==> src/rtl/dbg_mailbox.sv <==
// Two-port debug mailbox register file plus per-bit multi-stage synchronizer with rise detect.
// Read latency 1 cycle, synchronizer latency SYNC_STAGES edges; no backpressure, every port is always ready.
module dbg_mailbox #(
    parameter int ADDR_BITS   = 2,
    parameter int DATA_BITS   = 32,
    parameter int SYNC_WIDTH  = 2,
    parameter int SYNC_STAGES = 2
) (
    input  logic                  clk,
    input  logic                  rst,
    input  logic [ADDR_BITS-1:0]  addr_a,
    input  logic [DATA_BITS-1:0]  din_a,
    input  logic                  wr_en_a,
    output logic [DATA_BITS-1:0]  dout_a,
    input  logic [ADDR_BITS-1:0]  addr_b,
    input  logic [DATA_BITS-1:0]  din_b,
    input  logic                  wr_en_b,
    output logic [DATA_BITS-1:0]  dout_b,
    input  logic [SYNC_WIDTH-1:0] async_in,
    output logic [SYNC_WIDTH-1:0] sync_out,
    output logic [SYNC_WIDTH-1:0] sync_rise
);

    localparam int DEPTH = 1 << ADDR_BITS;

    logic [DATA_BITS-1:0]  mem [DEPTH] = '{default: '0};
    logic [SYNC_WIDTH-1:0] stage [SYNC_STAGES];
    logic [SYNC_WIDTH-1:0] hist;

    // Contents survive reset; port B is written last so it wins an address collision.
    always_ff @(posedge clk) begin
        if (wr_en_a) mem[addr_a] <= din_a;
        if (wr_en_b) mem[addr_b] <= din_b;
    end

    // Nonblocking reads of mem give read-first behaviour on both ports.
    always_ff @(posedge clk) begin
        if (rst) begin
            dout_a <= '0;
            dout_b <= '0;
        end else begin
            dout_a <= mem[addr_a];
            dout_b <= mem[addr_b];
        end
    end

    always_ff @(posedge clk) begin
        if (rst) begin
            for (int i = 0; i < SYNC_STAGES; i++) stage[i] <= '0;
            hist <= '0;
        end else begin
            stage[0] <= async_in;
            for (int i = 1; i < SYNC_STAGES; i++) stage[i] <= stage[i-1];
            hist <= stage[SYNC_STAGES-1];
        end
    end

    assign sync_out  = stage[SYNC_STAGES-1];
    assign sync_rise = sync_out & ~hist;

endmodule

==> config.mk <==
export PLATFORM = sky130hd
export DESIGN_NAME = dbg_mailbox
export DESIGN_NICKNAME = d
export VERILOG_FILES = /design/src/rtl/dbg_mailbox.sv
export SDC_FILE = /design/constraint.sdc
export NUM_CORES = 1
export LEC_CHECK = 0
export CAP_MARGIN = 20
export CORE_ASPECT_RATIO = 1.4
export CORE_MARGIN = 5
export CORE_UTILIZATION = 54
export DETAILED_ROUTE_END_ITERATION = 16
export HOLD_SLACK_MARGIN = 0.06
export PLACE_DENSITY = 0.87
export RECOVER_POWER = 100
export SYNTH_ARGS = -nofsm -noshare
export SYNTH_HDL_FRONTEND = slang
export SYNTH_SLANG_ARGS = --single-unit
==> constraint.sdc <==
create_clock -name clk -period 5.8 [get_ports clk]
set_input_delay 1.45 -clock clk [delete_from_list [all_inputs] [get_ports clk]]
set_output_delay 1.45 -clock clk [all_outputs]
set_load 0.005 [all_outputs]
==> flow_metrics.py <==
metrics = {
    "cts": {
        "htreeDepth": 4,
        "clock_latency_ns": 0.43,
        "cts_inserted_buffers": 17,
        "clock-root-buffer": "clkbuf_16",
        "post_cts_buffers": 0,
        "cts_tree": "yes",
        "cts_resized": 0,
        "clock_sinks": 198,
        "hold_buffers": 0,
        "clkTransAtPathRegs_ns": 0.07,
        "cts_buffer_depth": 2,
    },
    "sta": {
        "slew-limit-headroom_pct": -76.95,
        "finalMaxSlewViolations": 243,
        "skew_ns": 0.006726,
        "post-route-min-period_ns": 4.341,
        "tns_ns": 0,
        "hold_viol": 0,
        "timing.hold.ws_ns": 0.4437,
        "worst_pin_slew_ns": 2.654,
        "period_share_pct": 74.85,
        "fmax_ghz": 0.2303,
        "setup_viol": 0,
        "rsz0062_at_grt": "false",
    },
    "global_route": {
        "grt_max_degree": 69,
        "antenna_found_initial": 2,
        "grt_pass1_vias": 6029,
        "globalRoute.totalOverflow": 0,
        "grt_pass1_wl_mm": 32.26,
        "track_usage_pct": 21.75,
    },
    "yosys": {
        "synth_ff_type": "edfxtp_1",
        "synth_cell_types": 21,
        "synth_area_um2": 8773,
        "synth_edf_count": 128,
        "ys_warn_count": 0,
        "syn_inst": 586,
        "ys_async_sr_fraction_pct": 0,
        "seq_area_frac_synth_pct": 59.78,
        "synthesis.nets": 660,
        "synth-seq-cells": 198,
        "synth.avg_cell_area_um2": 14.97,
    },
    "critical_path": {
        "worstReg2RegStart": "mem[3][31]$_DFFE_PP_",
        "worst_ep_arrival_time_ns": 4.52,
        "start_kind": "input port",
        "r2r_end": "dout_b[31]$_SDFF_PP0_",
        "path_class": "input port to flop",
        "crit_path_max_fanout": 32,
        "startpoint": "rst",
        "end_kind": "flop",
        "crit_required_ns": 5.98,
        "cp-endpoint": "dout_a[0]$_SDFF_PP0_",
        "regToRegSetupSlack_ns": 4.81,
        "worstRegToRegCells": 2,
    },
    "place": {
        "place.gp.congestion": 0.7743,
        "dp_hpwl_mm": 13.08,
        "dp.cells": 888,
        "io_buffers": 141,
    },
    "die": {
        "core_area_um2": 16100,
        "io_pins": 142,
        "initial_core_util_pct": 54.48,
        "dieArea_um2": 18930,
        "die_h_um": 160.8,
        "rows": 55,
        "die_w_um": 117.7,
    },
    "detailed_routing": {
        "wl_per_cell_um": 22.73,
        "drc": 0,
        "wl_mm": 20.95,
        "drt_iter0_markers": 473,
        "viasPerCell": 6.089,
        "via_count": 5614,
        "first_pass_iters": 5,
        "ant_nets": 0,
    },
    "final_layout": {
        "syn2layout_area_growth_pct": 22.99,
        "fin_cells": 922,
        "nNetsFinal": 783,
        "fin_util_pct": 67.01,
        "layout-drive-gt1-share_pct": 22.30,
    },
    "flow_run": {
        "max_cap_violations": 8,
    },
    "power": {
        "vdd_drop_max_mv": 0.1970,
        "power.density_nw_per_um2": 300.2,
        "power_w": 0.003240,
        "p_leak_nw": 4.166,
    },
    "status": {
        "outcome": "finished, violations left",
        "violations": "capacitance limit, slew limit",
    },
    "hold_path": {
        "hold_class": "flop to flop",
    },
}
[per-layer routing]
metal	track usage, %	wire length [um]	share of wire (%)
met1	24.47	7567	36
met4	10.49	770	3.7
met2	38.72	11200	53
met3	4.967	1404	6.7
met5	0	13	0.062
[through the flow]
stage | setup WS, ns | instance area [um^2]
finish | 1.459 | 10790
global route | 1.267 | 10790
CTS | 2.162 | 10810
detailed placement | 1.728 | 10270
global placement | 1.752 | 10250
floorplan | 1.072 | 8773
[cell families (layout without fill, tap and decap cells)]
group | after synthesis | after routing | synth area share [%]
buffers and inverters | 44 | 180 | 2.738
DFF | 198 | 198 | 59.78
AOI/OAI and AO/OA | 65 | 65 | 4.621
muxes | 256 | 256 | 31.03
other | 0 | 1 | 0
and+or+nand+nor | 23 | 23 | 1.825
[cell type report]
| cell class | instances | area (um^2) |
|---|---|---|
| fillers | 1095 | 5313 |
| diodes | 1 | 2.502 |
| clock inverters | 15 | 121.4 |
| clock buffers | 17 | 425.4 |
| multi-input cells | 344 | 3271 |
| well taps | 199 | 249.0 |
| repair buffers | 148 | 1476 |
| flip-flops and latches | 198 | 5245 |
[state kept, by name, summed over array words and instances, names as in the netlist]
register  cells
dout_a       32
mem         128
hist          2
dout_b       32
stage         4
[how the worst min path moves through the flow]
stage | startpoint | endpoint | slack [ns] | cells past startpoint
finish | stage[0][0]$_SDFF_PP0_ | stage[0][2]$_SDFF_PP0_ | 0.44 | 1
detailed placement | stage[0][0]$_SDFF_PP0_ | stage[0][2]$_SDFF_PP0_ | 0.44 | 1
CTS | stage[0][0]$_SDFF_PP0_ | stage[0][2]$_SDFF_PP0_ | 0.46 | 1
floorplan | stage[0][0]$_SDFF_PP0_ | stage[0][2]$_SDFF_PP0_ | 0.41 | 1
global placement | stage[0][0]$_SDFF_PP0_ | stage[0][2]$_SDFF_PP0_ | 0.43 | 1
global route | stage[0][1]$_SDFF_PP0_ | stage[0][3]$_SDFF_PP0_ | 0.46 | 1
[synthesized netlist by cell type, types with 2 or more instances]
cell type	instances	area [um^2]
dfxtp_1	70	1401
o22ai_1	64	400.4
mux2_1	2	22.52
nand2b_1	2	12.51
mux2_2	126	1419
nand3b_1	2	15.01
buf_1	3	11.26
mux2i_1	128	1281
clkbuf_1	5	18.77
buf_2	24	120.1
or2_2	3	18.77
nor2b_1	8	50.05
nand2_1	3	11.26
edfxtp_1	128	3844
buf_4	12	90.09
[cell usage in the layout (no fill, tap or decap), drive strengths merged, types with 3 or more instances in the layout]
cell type	instances
clkdlybuf4s50	69
mux2	128
inv	6
clkinvlp	4
clkbuf	21
mux2i	128
dfxtp	70
buf	5
nand3b	3
nor2b	8
nand2	3
clkinv	5
o22ai	64
dlygate4sd3	70
or2	3
edfxtp	128
[critical path: stages]
cell	delay, ns
dlygate4sd3_1	0.79
or2_0	1.82
o22ai_1	0.45
[report_power, final]
part,internal [W],switching [W],leakage [nW]
logic,0.000233,0.000204,2.13
clock network,0.000559,0.000546,0.259
registers,0.00164,0.0000518,1.78
(Power assumes the default switching activity.)
